$ cat config.mk
export PLATFORM = sky130hd
export DESIGN_NAME = hslp_pipe_mul
export DESIGN_NICKNAME = d
export VERILOG_FILES = /design/src/rtl/hslp_pipe_mul.sv
export SDC_FILE = /design/constraint.sdc
export NUM_CORES = 1
export LEC_CHECK = 0
export BUFFER_PORTS_ARGS = -buffer_cell sky130_fd_sc_hd__buf_4
export CAP_MARGIN = 20
export CORE_MARGIN = 4
export CORE_UTILIZATION = 25
export DETAILED_ROUTE_END_ITERATION = 6
export PLACE_DENSITY = 0.45
export SYNTH_ARGS = -nofsm -noshare
export SYNTH_HDL_FRONTEND = slang
export SYNTH_SLANG_ARGS = --single-unit
$ cat constraint.sdc
create_clock -name clk -period 3.2 [get_ports clk]
set_clock_uncertainty 0.1 [all_clocks]
set_input_delay 0.48 -clock clk [delete_from_list [all_inputs] [get_ports clk]]
set_output_delay 0.48 -clock clk [all_outputs]
set_load 0.02 [all_outputs]
$ cat src/rtl/hslp_pipe_mul.sv
// hslp_pipe_mul: 3-stage pipelined split-level approximate multiplier.
// Each W-bit operand is split into H=W/2 halves. The four half-width
// sub-products are combined according to a per-beat accuracy mode:
//   0 exact, 1 drop LL, 2 drop LL and clear TRUNC LSBs of HL/LH, 3 HH only.
// Ports:
//   clk, rst              clock, synchronous active-high reset
//   in_valid/in_ready     operand handshake (a, b, mode)
//   out_valid/out_ready   result handshake (prod, out_mode)
//   approx_cnt            saturating count of accepted beats with mode != 0
// Backpressure stalls every stage at once: in_ready = !out_valid || out_ready.
module hslp_pipe_mul #(
  parameter int unsigned W     = 8,
  parameter int unsigned TRUNC = 2,
  parameter int unsigned CNT_W = 16
) (
  input  logic             clk,
  input  logic             rst,
  input  logic             in_valid,
  output logic             in_ready,
  input  logic [W-1:0]     a,
  input  logic [W-1:0]     b,
  input  logic [1:0]       mode,
  output logic             out_valid,
  input  logic             out_ready,
  output logic [2*W-1:0]   prod,
  output logic [1:0]       out_mode,
  output logic [CNT_W-1:0] approx_cnt
);

  localparam int unsigned H = W / 2;

  typedef logic [W-1:0]   sub_t;
  typedef logic [2*W-1:0] prod_t;

  // Clears the TRUNC LSBs of a 2H-bit cross term; TRUNC == W clears it all.
  localparam sub_t TRUNC_MASK = {W{1'b1}} << TRUNC;

  logic         advance;
  logic         accept;

  logic         s1_v_q, s1_v_d;
  sub_t         s1_a_q, s1_a_d;
  sub_t         s1_b_q, s1_b_d;
  logic [1:0]   s1_mode_q, s1_mode_d;

  logic         s2_v_q, s2_v_d;
  sub_t         s2_hh_q, s2_hh_d;
  sub_t         s2_hl_q, s2_hl_d;
  sub_t         s2_lh_q, s2_lh_d;
  sub_t         s2_ll_q, s2_ll_d;
  logic [1:0]   s2_mode_q, s2_mode_d;

  logic         s3_v_q, s3_v_d;
  prod_t        s3_prod_q, s3_prod_d;
  logic [1:0]   s3_mode_q, s3_mode_d;

  logic [CNT_W-1:0] cnt_q, cnt_d;

  logic [H-1:0] ah, al, bh, bl;
  sub_t         hh, hl, lh, ll;

  always_comb begin
    advance = !s3_v_q || out_ready;
    accept  = in_valid && advance;

    ah = s1_a_q[W-1:H];
    al = s1_a_q[H-1:0];
    bh = s1_b_q[W-1:H];
    bl = s1_b_q[H-1:0];
    // (2^H-1)^2 fits in W bits, so W-bit products never overflow.
    hh = sub_t'(ah) * sub_t'(bh);
    hl = sub_t'(ah) * sub_t'(bl);
    lh = sub_t'(al) * sub_t'(bh);
    ll = sub_t'(al) * sub_t'(bl);

    s1_v_d    = s1_v_q;
    s1_a_d    = s1_a_q;
    s1_b_d    = s1_b_q;
    s1_mode_d = s1_mode_q;
    s2_v_d    = s2_v_q;
    s2_hh_d   = s2_hh_q;
    s2_hl_d   = s2_hl_q;
    s2_lh_d   = s2_lh_q;
    s2_ll_d   = s2_ll_q;
    s2_mode_d = s2_mode_q;
    s3_v_d    = s3_v_q;
    s3_prod_d = s3_prod_q;
    s3_mode_d = s3_mode_q;
    cnt_d     = cnt_q;

    if (advance) begin
      s1_v_d = in_valid;
      if (in_valid) begin
        s1_a_d    = a;
        s1_b_d    = b;
        s1_mode_d = mode;
      end

      s2_v_d = s1_v_q;
      if (s1_v_q) begin
        s2_hh_d   = hh;
        s2_hl_d   = hl;
        s2_lh_d   = lh;
        s2_ll_d   = ll;
        s2_mode_d = s1_mode_q;
        case (s1_mode_q)
          2'd1: s2_ll_d = '0;
          2'd2: begin
            s2_ll_d = '0;
            s2_hl_d = hl & TRUNC_MASK;
            s2_lh_d = lh & TRUNC_MASK;
          end
          2'd3: begin
            s2_hl_d = '0;
            s2_lh_d = '0;
            s2_ll_d = '0;
          end
          default: ;
        endcase
      end

      s3_v_d = s2_v_q;
      if (s2_v_q) begin
        s3_prod_d = (prod_t'(s2_hh_q) << W)
                  + ((prod_t'(s2_hl_q) + prod_t'(s2_lh_q)) << H)
                  + prod_t'(s2_ll_q);
        s3_mode_d = s2_mode_q;
      end
    end

    if (accept && (mode != 2'd0) && (cnt_q != '1)) begin
      cnt_d = cnt_q + 1'b1;
    end
  end

  always_ff @(posedge clk) begin
    if (rst) begin
      s1_v_q    <= 1'b0;
      s1_a_q    <= '0;
      s1_b_q    <= '0;
      s1_mode_q <= '0;
      s2_v_q    <= 1'b0;
      s2_hh_q   <= '0;
      s2_hl_q   <= '0;
      s2_lh_q   <= '0;
      s2_ll_q   <= '0;
      s2_mode_q <= '0;
      s3_v_q    <= 1'b0;
      s3_prod_q <= '0;
      s3_mode_q <= '0;
      cnt_q     <= '0;
    end else begin
      s1_v_q    <= s1_v_d;
      s1_a_q    <= s1_a_d;
      s1_b_q    <= s1_b_d;
      s1_mode_q <= s1_mode_d;
      s2_v_q    <= s2_v_d;
      s2_hh_q   <= s2_hh_d;
      s2_hl_q   <= s2_hl_d;
      s2_lh_q   <= s2_lh_d;
      s2_ll_q   <= s2_ll_d;
      s2_mode_q <= s2_mode_d;
      s3_v_q    <= s3_v_d;
      s3_prod_q <= s3_prod_d;
      s3_mode_q <= s3_mode_d;
      cnt_q     <= cnt_d;
    end
  end

  assign in_ready   = advance;
  assign out_valid  = s3_v_q;
  assign prod       = s3_prod_q;
  assign out_mode   = s3_mode_q;
  assign approx_cnt = cnt_q;

endmodule

Word-level counts from Yosys, hierarchy flattened
Cells that the tools add are included.
{ "op_classes": {"n_addsub": 4, "multipliers": 4, "n_div": 0, "n_lt_le_gt_ge": 0, "eq_ne": 4, "shift": 0, "muxes": 3, "bitwise": 0, "reduce_logical": 10} }
{ "op_table": {"columns": ["cell", "count"], "rows": [
  ["$mul A4 B4 Y8", 4],
  ["$pmux W8 S2", 2],
  ["$add A16 B1 Y16 const B", 1],
  ["$add A16 B13 Y16", 1],
  ["$add A16 B8 Y16", 1],
  ["$ne A16 B16 Y1 const B", 1],
  ["$add A8 B8 Y9", 1],
  ["$mux W8", 1],
  ["$reduce_and A2 Y1", 3],
  ["$eq A2 B2 Y1 const B", 2],
  ["$logic_and A1 B1 Y1", 3],
  ["$reduce_or A3 Y1", 1],
  ["$eq A2 B1 Y1 const B", 1],
  ["$reduce_bool A2 Y1", 1],
  ["$logic_not A1 Y1", 1],
  ["$logic_or A1 B1 Y1", 1]
]} }
{ "word_totals": {"register_bits": 89, "latch_bits": 0, "ramBits": 0, "mem_bits_ro": 0, "inputBits": 22, "output_inout_bits": 36, "wordCells": 39, "memories": 0} }

Logic depth before layout (Yosys ltp)
Gate-level depths: netlist of run 1.
{ "logic_depth": {"ltp_word": 5, "ltp_mapped": 14} }

Worst setup path after synthesis of run 1
OpenSTA, ideal clock, no wires.
{ "synth_timing": {"path_kind": "register -> register", "start": "register s1_a_q[4]", "end": "register s2_hl_q[7]", "t_arrival_ns": 2.779, "required_time_ns": 2.983, "slack_ns": 0.205, "path_stages_with_launch": 12, "cell_sequence": "dfxtp_1 -> clkbuf_1 -> nand2_1 -> fa_1 -> inv_1 -> fa_1 -> ha_1 -> a21o_1 -> a211oi_1 -> o21bai_1 -> xor2_1 -> a22o_1"} }
{ "synth_between": {"elab_chain_cells": 2} }
{ "synth_lines": {"columns": ["item", "line", "text"], "rows": [
  ["start: declaration", "42", "sub_t s1_a_q, s1_a_d;"],
  ["start signal: assignment", "139", "s1_a_q <= '0;"],
  ["start signal: assignment", "154", "s1_a_q <= s1_a_d;"],
  ["$mul A4 B4 Y8", "72", "hl = sub_t'(ah) * sub_t'(bl);"],
  ["$pmux W8 S2", "106", "case (s1_mode_q)"],
  ["end signal: assignment", "159", "s2_hl_q <= s2_hl_d;"],
  ["end: declaration", "48", "sub_t s2_hl_q, s2_hl_d;"]
]} }
No other way between the ends.
A chain may end at the register's enable or synchronous reset.

Worst setup path in the final report of run 1
{ "layout_timing": {"start": "register s1_b_q[7]", "end": "register s2_hh_q[6]"} }
{ "layout_between": {"elab_chain_cells": 1} }
{ "layout_lines": {"columns": ["item", "line", "text"], "rows": [
  ["start: declaration", "43", "sub_t s1_b_q, s1_b_d;"],
  ["start signal: assignment", "140", "s1_b_q <= '0;"],
  ["start signal: assignment", "155", "s1_b_q <= s1_b_d;"],
  ["$mul A4 B4 Y8", "71", "hh = sub_t'(ah) * sub_t'(bh);"],
  ["end signal: assignment", "158", "s2_hh_q <= s2_hh_d;"],
  ["end: declaration", "47", "sub_t s2_hh_q, s2_hh_d;"]
]} }
No other way between the ends.

==> metrics, run 1 <==
CP delay by family, top adder cells; clock sink count 89; number of buffers and inverters on the critical path 1; asr flop ratio synth 0%; share of cells above drive strength 1 15.15%; TritonRoute pass-1 iters 4; slew margin rel. 37.23%; DRC 0; LEAKAGE 3.153 nW; fin cells 1072; top_reg_cell synth dfxtp_1; VDD IR max 0.2069 mV; Tcrit/Tclk final 94.76%; CTS root buffer clkbuf_16; synthesized cell area 5819 um2; routed vias 4751; required time of the critical path 3.38 ns; Synth top area share 30.62%; hpwl dp 11690 um; Post-CTS Hold Buffers 0; core footprint 22780 um2; sequential area share after synthesis 30.62%; CTS tree yes; vias per inst 4.432; DIE AREA 25780 um2; first-pass GRT wire length 24980 um; largest net degree at the start of global routing 37; WS Path Type reg2reg; vias in the first global route 4649; status finished, final reports clean; Total Wirelength 15050 um; # setup viols final 0; startpoint types flip-flop; # Max-Cap Violations 0; Critical Path Slowest Stage Cell fa_1; CP Max Fanout 9; Crit path top cell by count fa_1; final net count 861; DIE WIDTH 160.6 um; final hold slack 0.2661 ns; EDFF count, synth 0; GRT overflow 0; CP Cell Sequence nand2_1 > fa_1 > inv_1 > fa_1 > fa_1 > a21o_1 > a21oi_1 > xnor2_1 > nand2_1 > a21oi_1; synth warn 0; area leader, netlist dfxtp_1; Layout area overhead 21.24%; Cells after DPL 1055; worst-margin pin slew 0.9411 ns; post-route core utilization 30.98%; fmax 329.8 MHz; syn nets 800; Slew Limit Fails 0; Inserted Clock Buffers 9; CTS H-tree lvls 3; initial antenna violation count 0; Worst Path Arrival 3.22 ns; FF+latch count, synth 89; site row count 55; clk_lat worst skew 0.35 ns; Iteration-0 DRC Markers 238; Synth Area per Inst 8.397 um2; post-synthesis cell type count 52; GRT Util Overall 11.88%; IO Count 58; number of diodes 0; input/output buffers 57; largest cells by area after synthesis dfxtp_1, ha_1, nand2_1; Worst Hold Class in2reg; Gate Count Post-Synth 693; gpl congestion 0.7849; Critical Path Max Stage Delay 0.55 ns; Clock transition at path regs 0.07 ns; Initial Util 25.55%; min Tclk post-route 3.032 ns; CP Capture Type flip-flop; Clock Path Buffers 2; final hold violations 0; Die H 160.6 um; post-route ant nets 0; DR WL/cell 14.04 um; P per Cell Area 379.2 nW/um2
[placed cells by master (no fill, tap or decap), types with 2 or more instances in the layout]
cell type	instances
nand2_1	121
dfxtp_1	80
buf_4	78
a21oi_1	73
ha_1	66
and2_1	49
nor2_1	36
xnor2_1	30
inv_1	27
nand3_1	19
fa_1	17
a21o_1	13
nor3_1	13
o21ai_0	10
a211oi_1	9
nor4_1	9
clkbuf_16	9
nand4_1	7
dfxtp_2	7
a31oi_1	6
xor2_1	6
a22o_1	6
and3_1	5
and4_1	4
o21a_1	4
a22oi_1	4
mux2i_1	4
or3_1	3
nor4b_1	3
o21bai_1	3
bufinv_16	3
and2_0	2
a2bb2oi_1	2
nand3b_1	2
o211ai_1	2
a31o_2	2
dfxtp_4	2
[synthesized netlist by cell type, types with 4 or more instances]
master,number
nand4_1,7
dfxtp_1,89
inv_1,27
xnor2_1,30
o21a_1,4
fa_1,18
nor2_1,36
a211oi_1,9
nand2_1,121
and3_1,5
nor4_1,9
and4_1,4
mux2i_1,4
ha_1,67
o21ai_0,10
a21oi_1,74
a31oi_1,6
xor2_1,6
clkbuf_1,22
and2_1,49
a21o_1,13
a22o_1,6
nor3_1,13
a22oi_1,4
nand3_1,19
[flip-flops by register name, indices dropped and copies added, names as in the netlist, 8 cells and up]
name / cells
approx_cnt: 16
prod: 16
s1_a_q: 8
s1_b_q: 8
s2_hh_q: 8
s2_hl_q: 8
s2_lh_q: 8
s2_ll_q: 8
[layer usage]
layer	GRT usage (%)	wire [um]	vias up
li1	-	-	2529
met3	2.463	513	12
met1	17.98	8154	2137
met4	2.464	147	0
met2	17.33	6234	73
met5	0	0	-
[cell families (layout without fill, tap and decap cells)]
| family | after synthesis | count (layout) | synth area share [%] |
|---|---|---|---|
| multiplexers | 5 | 5 | 0.8815 |
| flip-flops | 89 | 89 | 30.62 |
| buffers and inverters | 56 | 122 | 4.064 |
| adder cells (fa/ha/maj) | 85 | 85 | 20.60 |
| XOR/XNOR | 36 | 36 | 5.418 |
| AND/OR/NAND/NOR | 282 | 282 | 23.72 |
| AO/OA/AOI/OAI | 140 | 140 | 14.71 |
[where the power goes]
group	switching (mW)	total, mW	internal [mW]	leakage, nW
logic	0.142	0.235	0.0924	2.26
registers	0.0345	1.17	1.13	0.726
clock network	0.485	1.27	0.789	0.171
[what timing repair did]
action / CTS / global route
hold endpoints to repair: 0 / 0
resized for setup: 2 / 13
setup buffers: 0 / 1
pin swaps: 0 / 4
endpoints found under the setup margin: 2 / 11
[metrics by stage]
step | total power, mW | TNS (ns) | worst slack [ns] | area (um2)
detailed placement | 1.428 | 0 | 0.006154 | 6663
CTS | 2.714 | 0 | 0.02358 | 7020
global placement | 1.429 | 0 | 0.01262 | 6663
global route | 2.787 | -0.01365 | -0.01365 | 7056
finish | 2.675 | 0 | 0.1675 | 7056
floorplan | 1.327 | 0 | 0.2047 | 5819
[worst register-to-register path, cell delays in order, from the launching register on]
cell and delay [ns]:
dfxtp_4 0.40, nand2_1 0.10, fa_1 0.55, inv_1 0.06, fa_1 0.54, fa_1 0.47
a21o_1 0.19, a21oi_1 0.17, xnor2_1 0.17, nand2_1 0.08, a21oi_1 0.14
[path summary, 6_finish.rpt]
kind / start / end / slack [ns] / cells after the start
worst max register to register: s1_b_q[7]$_SDFFE_PP0P_ / s2_hh_q[6]$_SDFFE_PP0P_ / 0.17 / 10
worst min-delay path: b[5] / s1_b_q[5]$_SDFFE_PP0P_ / 0.27 / 3
worst max-delay path: s1_b_q[7]$_SDFFE_PP0P_ / s2_hh_q[6]$_SDFFE_PP0P_ / 0.17 / 10
worst min register to register: prod[7]$_SDFFE_PP0P_ / prod[7]$_SDFFE_PP0P_ / 0.35 / 2
[layout make-up]
class / count / area, um2
multi-input cells: 548 / 3817
clock inverters: 6 / 113.9
well taps: 313 / 391.6
repair buffers: 78 / 585.6
inverters: 28 / 110.1
fillers: 2480 / 15720
flip-flops and latches: 89 / 1798
clock buffers: 10 / 239.0
No activity file was read; power rests on OpenSTA's default activity.
==> run 2: changes to the inputs <==
Settings changed: ABC_AREA set to 1.
==> metrics, run 2 <==
status finished, final reports clean (unchanged); synthesized cell area 6302 um2 (was 5819 um2); FF+latch count, synth 89 (unchanged); Iteration-0 DRC Markers 239 (was 238); startpoint types flip-flop (unchanged); Commonest cells post-synth nand2_1, inv_1, nor2_1 (was nand2_1, dfxtp_1, a21oi_1); CP Cell Sequence nand2_1 > fa_1 > inv_1 > fa_1 > inv_1 > fa_1 > o21ai_0 > xor2_1 > nand2_1 > a21oi_1 (was nand2_1 > fa_1 > inv_1 > fa_1 > fa_1 > a21o_1 > a21oi_1 > xnor2_1 > nand2_1 > a21oi_1); input/output buffers 57 (unchanged); CP Max Fanout 9 (unchanged); synth warn 0 (unchanged); Clock transition at path regs 0.07 ns (about the same); asr flop ratio synth 0% (unchanged); initial antenna violation count 0 (unchanged); GRT overflow 0 (unchanged); DR WL/cell 12.90 um (was 14.04 um); Gate power share 15.6% (was 8.8%); area leader, netlist dfxtp_1 (unchanged); clock sink count 89 (unchanged); # Max-Cap Violations 0 (unchanged); share of cells above drive strength 1 12.23% (was 15.15%); DIE WIDTH 166.8 um (was 160.6 um); Die H 166.8 um (was 160.6 um); sequential area share after synthesis 28.27% (was 30.62%); IO Count 58 (unchanged); Synth top area share 28.27% (was 30.62%); final hold violations 0 (unchanged); Layout area overhead 16.78% (was 21.24%); TritonRoute pass-1 iters 4 (unchanged); gpl congestion 0.8231 (was 0.7849); Gate Count Post-Synth 907 (was 693); P per Cell Area 367.3 nW/um2 (was 379.2 nW/um2); site row count 57 (was 55); required time of the critical path 3.38 ns (about the same); Crit path top cell by count fa_1 (unchanged); routed vias 5534 (was 4751); largest cells by area after synthesis dfxtp_1, nand2_1, ha_1 (was dfxtp_1, ha_1, nand2_1); Critical Path Slowest Stage Cell fa_1 (unchanged); vias in the first global route 5378 (was 4649); # setup viols final 0 (unchanged); CTS tree yes (unchanged); commonest non-fill, non-tap cell in the layout nand2_1 (unchanged); largest net degree at the start of global routing 56 (was 37); Cells after DPL 1265 (was 1055); Post CTS Setup Buffer Count 0 (unchanged); CTS H-tree lvls 3 (unchanged); most frequent cells in the layout nand2_1, inv_1, nor2_1 (was nand2_1, dfxtp_1, buf_4); CP Capture Type flip-flop (unchanged); Clock Path Buffers 2 (unchanged); hpwl dp 12780 um (was 11690 um); GRT Util Overall 12.17% (was 11.88%); Slew Limit Fails 0 (unchanged); min Tclk post-route 2.981 ns (was 3.032 ns); VDD IR max 0.2541 mV (was 0.2069 mV); DRC 0 (unchanged); clock share of power 39.4% (was 47.6%); Reg power frac 45.0% (was 43.6%); Fin Setup TNS 0 ns (unchanged); final net count 1059 (was 861); EDFF count, synth 0 (unchanged); Psw 835.7 uW (was 662.0 uW); RSZ-0062 raised after global routing no; most instantiated library cell after synthesis nand2_1 (unchanged); Worst Path Arrival 3.16 ns (was 3.22 ns); Initial Util 25.69% (was 25.55%); clk_lat worst skew 0.36 ns (was 0.35 ns); Inserted Clock Buffers 9 (unchanged); Post-CTS Hold Buffers 0 (unchanged); Worst Hold Class in2reg (unchanged); Int Pwr 1.867 mW (was 2.013 mW); vias per inst 4.320 (was 4.432); fmax 335.5 MHz (was 329.8 MHz); WS Path Type reg2reg (unchanged); Tcrit/Tclk final 93.15% (was 94.76%); syn nets 1014 (was 800); fin cells 1281 (was 1072); slew margin rel. 52.78% (was 37.23%); post-synthesis cell type count 36 (was 52); FILL cells 2748 (was 2480); Critical Path Max Stage Delay 0.57 ns (was 0.55 ns); number of diodes 0 (unchanged); Synth Area per Inst 6.949 um2 (was 8.397 um2); switching share of power 30.92% (was 24.75%); LEAKAGE 3.910 nW (was 3.153 nW); post-route ant nets 0 (unchanged); CTS root buffer clkbuf_16 (unchanged); first-pass GRT wire length 27740 um (was 24980 um); flop2flop setup slack 0.22 ns (was 0.17 ns); core footprint 24530 um2 (was 22780 um2); top_reg_cell synth dfxtp_1 (unchanged); Total Wirelength 16520 um (was 15050 um); DIE AREA 27810 um2 (was 25780 um2); worst-margin pin slew 0.7083 ns (was 0.9411 ns)
-- run 2: routing by layer --
metal	global-route usage (%)	wire [um]	vias up
li1	-	-	2944
met1	15.95	8141	2510
met2	20.80	7752	68
met3	2.418	458	12
met4	2.668	169	0
met5	0	0	-
-- run 2: worst max-delay path, delay by kind of cell (launching register included) --
kind            cells  cell delay (ns)
compound gates      2             0.32
xor+xnor            1             0.16
simple gates        2             0.18
flops               1             0.51
fa+ha+maj           3             1.51
buf+inv             2             0.12
-- run 2: power by group through the flow --
stage / clock (mW) / combinational [mW] / sequential (mW)
after floorplan: 0 / 0.293 / 1.23
after global placement: 0 / 0.432 / 1.24
after detailed placement: 0 / 0.429 / 1.24
after CTS: 1.11 / 0.433 / 1.22
after global routing: 1.15 / 0.483 / 1.23
final: 1.06 / 0.421 / 1.22
-- run 2: worst paths after layout --
| path | startpoint | end | cells past startpoint |
|---|---|---|---|
| worst max-delay path | s1_a_q[6]$_SDFFE_PP0P_ | s2_hl_q[6]$_SDFFE_PP0P_ | 10 |
| worst min-delay path | a[3] | s1_a_q[3]$_SDFFE_PP0P_ | 3 |
| worst max register to register | s1_a_q[6]$_SDFFE_PP0P_ | s2_hl_q[6]$_SDFFE_PP0P_ | 10 |
| worst min register to register | s2_v_q$_SDFFE_PP0N_ | s2_v_q$_SDFFE_PP0N_ | 2 |
-- run 2: cell families (layout without fill, tap and decap cells) --
family | count (synthesis) | in the layout | synth area share [%]
XOR/XNOR | 29 | 29 | 4.030
AND/OR/NAND/NOR | 417 | 417 | 28.07
adder cells (fa/ha/maj) | 85 | 85 | 19.02
flip-flops | 89 | 89 | 28.27
buffers and inverters | 172 | 222 | 10.62
AO/OA/AOI/OAI | 115 | 115 | 9.986
-- run 2: cell type report --
class / instances / area, um2 / share of cell area [%]
Tap cell: 324 / 405.4 / 5.508
Sequential cell: 89 / 1784 / 24.24
Clock buffer: 9 / 225.2 / 3.060
Inverter: 137 / 514.2 / 6.987
Timing Repair Buffer: 69 / 518.0 / 7.038
Multi-Input combinational cell: 646 / 3851 / 52.33
Clock inverter: 7 / 61.31 / 0.8330
-- run 2: what timing repair did --
item,CTS,global route
gates resized for setup,0,2
setup endpoints to repair,0,2
hold endpoints to repair,0,0
-- run 2: metrics by stage --
stage | util, % | area [um2] | hold slack (ns) | setup WS (ns) | power (mW)
3_3_place_gp | 28.82 | 7071 | 0.3570 | 0.1794 | 1.675
5_1_grt | 30.00 | 7360 | 0.2415 | 0.0003630 | 2.858
2_1_floorplan | - | 6302 | 0.3436 | 0.2678 | 1.518
3_5_place_dp | 28.82 | 7071 | 0.3566 | 0.1744 | 1.673
4_1_cts | 29.99 | 7357 | 0.2364 | 0.1453 | 2.759
6_report | 30.00 | 7360 | 0.2460 | 0.2192 | 2.703
==> run 3: changes to the inputs <==
Settings changed: BUFFER_PORTS_ARGS -buffer_cell sky130_fd_sc_hd__buf_4 to -buffer_cell sky130_fd_sc_hd__buf_2.
==> metrics, run 3 (synthesis results as in run 2) <==
status finished, final reports clean (unchanged); DIE WIDTH 166.8 um (unchanged); gpl congestion 0.8237 (was 0.8231); Crit path top cell by count fa_1 (unchanged); core footprint 24530 um2 (unchanged); first-pass GRT wire length 28790 um (was 27740 um); number of diodes 0 (unchanged); largest net degree at the start of global routing 38 (was 56); GRT busiest layer met2 (unchanged); Slew Limit Fails 0 (unchanged); clk_lat worst skew 0.35 ns (was 0.36 ns); GRT Util Overall 12.61% (was 12.17%); IO Count 58 (unchanged); GRT overflow 0 (unchanged); met2 Track Usage GR 21.49% (was 20.80%); Inserted Clock Buffers 9 (unchanged); slew margin rel. 62.90% (was 52.78%); clock sink count 89 (unchanged); DIE AREA 27810 um2 (unchanged); grt met1 use 16.49% (was 15.95%); hpwl dp 12870 um (was 12780 um); Tcrit/Tclk final 92.18% (was 93.15%); CTS H-tree lvls 3 (unchanged); CP Capture Type flip-flop (unchanged); DRC 0 (unchanged); routed vias 5514 (was 5534); post-route ant nets 0 (unchanged); CTS root buffer clkbuf_16 (unchanged); vias in the first global route 5568 (was 5378); initial antenna violation count 0 (unchanged); RSZ-0062 raised after global routing no (unchanged); Layout area overhead 14.49% (was 16.78%); Total Wirelength 16420 um (was 16520 um); Worst Path Arrival 3.13 ns (was 3.16 ns); FILL cells 2793 (was 2748); VDD IR max 0.1824 mV (was 0.2541 mV); required time of the critical path 3.38 ns (about the same); final hold violations 0 (unchanged); Critical Path Max Stage Delay 0.56 ns (was 0.57 ns); # Max-Cap Violations 0 (unchanged); WS Path Type reg2reg (unchanged); Critical Path Slowest Stage Cell fa_1 (unchanged); commonest non-fill, non-tap cell in the layout nand2_1 (unchanged); Fin Setup TNS 0 ns (unchanged); site row count 57 (unchanged); CP Max Fanout 6 (was 9); TritonRoute pass-1 iters 6 (was 4); Die H 166.8 um (unchanged); min Tclk post-route 2.950 ns (was 2.981 ns); fmax 339.0 MHz (was 335.5 MHz); Clock Path Buffers 2 (unchanged); placed inst area 6920 um2 (was 7071 um2); Post-CTS Hold Buffers 0 (unchanged); Global Route met3 Usage 1.730% (was 2.418%); vias per inst 4.308 (was 4.320); startpoint types flip-flop (unchanged); Initial Util 25.69% (unchanged); final net count 1058 (was 1059); CTS tree yes (unchanged); worst-margin pin slew 0.5531 ns (was 0.7083 ns); Clock transition at path regs 0.07 ns (about the same); LEAKAGE 3.886 nW (was 3.910 nW); Iteration-0 DRC Markers 239 (unchanged); # setup viols final 0 (unchanged); DR WL/cell 12.83 um (was 12.90 um); post-layout instance area 7216 um2 (was 7360 um2); most frequent cells in the layout nand2_1, inv_1, nor2_1 (unchanged); input/output buffers 57 (unchanged); CP Cell Sequence nand2_1 > fa_1 > inv_1 > fa_1 > inv_1 > fa_1 > o21ai_0 > xor2_1 > nand2_1 > a21oi_1 (unchanged); P per Cell Area 373.6 nW/um2 (was 367.3 nW/um2); Worst Hold Class in2reg (unchanged); share of cells above drive strength 1 12.34% (was 12.23%)
-- run 3: cell count changes in the layout (fill, tap and decap cells not counted) --
cell,change
buf_4,-58
buf_2,+57
dfxtp_1,-2
dfxtp_2,+2
clkinv_2,-1
clkinv_4,+1
-- run 3: layer usage --
| layer | wire length (um) | up-vias |
|---|---|---|
| met5 | 0 | - |
| met4 | 300 | 0 |
| met3 | 368 | 16 |
| met2 | 7677 | 63 |
| met1 | 8070 | 2492 |
| li1 | - | 2943 |
-- run 3: critical path: cells and delay by family, from the launching register on --
kind | cells | cell delay [ns]
flops | 1 | 0.45
xor+xnor | 1 | 0.16
buf+inv | 2 | 0.13
compound gates | 2 | 0.33
simple gates | 2 | 0.17
fa+ha+maj | 3 | 1.54
-- run 3: cell type report --
| class | count | area [um2] | share of cell area, % |
|---|---|---|---|
| Clock buffer | 9 | 225.2 | 3.121 |
| Clock inverter | 7 | 65.06 | 0.9017 |
| Inverter | 137 | 514.2 | 7.127 |
| Multi-Input combinational cell | 646 | 3851 | 53.37 |
| Sequential cell | 89 | 1787 | 24.76 |
| Tap cell | 324 | 405.4 | 5.618 |
| Timing Repair Buffer | 68 | 367.9 | 5.098 |
-- run 3: metrics by stage --
| stage | setup WS [ns] | power (mW) | instances | utilization, % | hold WS (ns) |
|---|---|---|---|---|---|
| global route | 0.004541 | 2.856 | 1280 | 29.41 | 0.2422 |
| floorplan | 0.2678 | 1.518 | 907 | - | 0.3436 |
| detailed placement | 0.1864 | 1.654 | 1264 | 28.21 | 0.3567 |
| finish | 0.2502 | 2.696 | 1280 | 29.41 | 0.2497 |
| global placement | 0.2006 | 1.657 | 1264 | 28.21 | 0.3579 |
| CTS | 0.1745 | 2.749 | 1280 | 29.39 | 0.2373 |
-- run 3: timing repair --
| action | CTS | global route |
|---|---|---|
| buffers inserted | 0 | 0 |
| gates resized for setup | 0 | 4 |
| endpoints found under the setup margin | 0 | 3 |
-- run 3: power by group --
part | internal (mW) | switching, mW | total, mW | leakage, nW
combinational | 0.145 | 0.255 | 0.400 | 3.02
clock | 0.549 | 0.528 | 1.08 | 0.141
sequential | 1.16 | 0.0595 | 1.22 | 0.728
total | 1.85 | 0.843 | 2.70 | 3.89
-- run 3: path summary, 6_finish.rpt --
check	startpoint	to	slack, ns	cells past startpoint
worst max-delay path	s1_b_q[3]$_SDFFE_PP0P_	s2_hl_q[6]$_SDFFE_PP0P_	0.25	10
worst min-delay path	b[4]	s1_b_q[4]$_SDFFE_PP0P_	0.25	3
worst max register to register	s1_b_q[3]$_SDFFE_PP0P_	s2_hl_q[6]$_SDFFE_PP0P_	0.25	10
worst min register to register	s2_v_q$_SDFFE_PP0N_	s2_v_q$_SDFFE_PP0N_	0.37	2
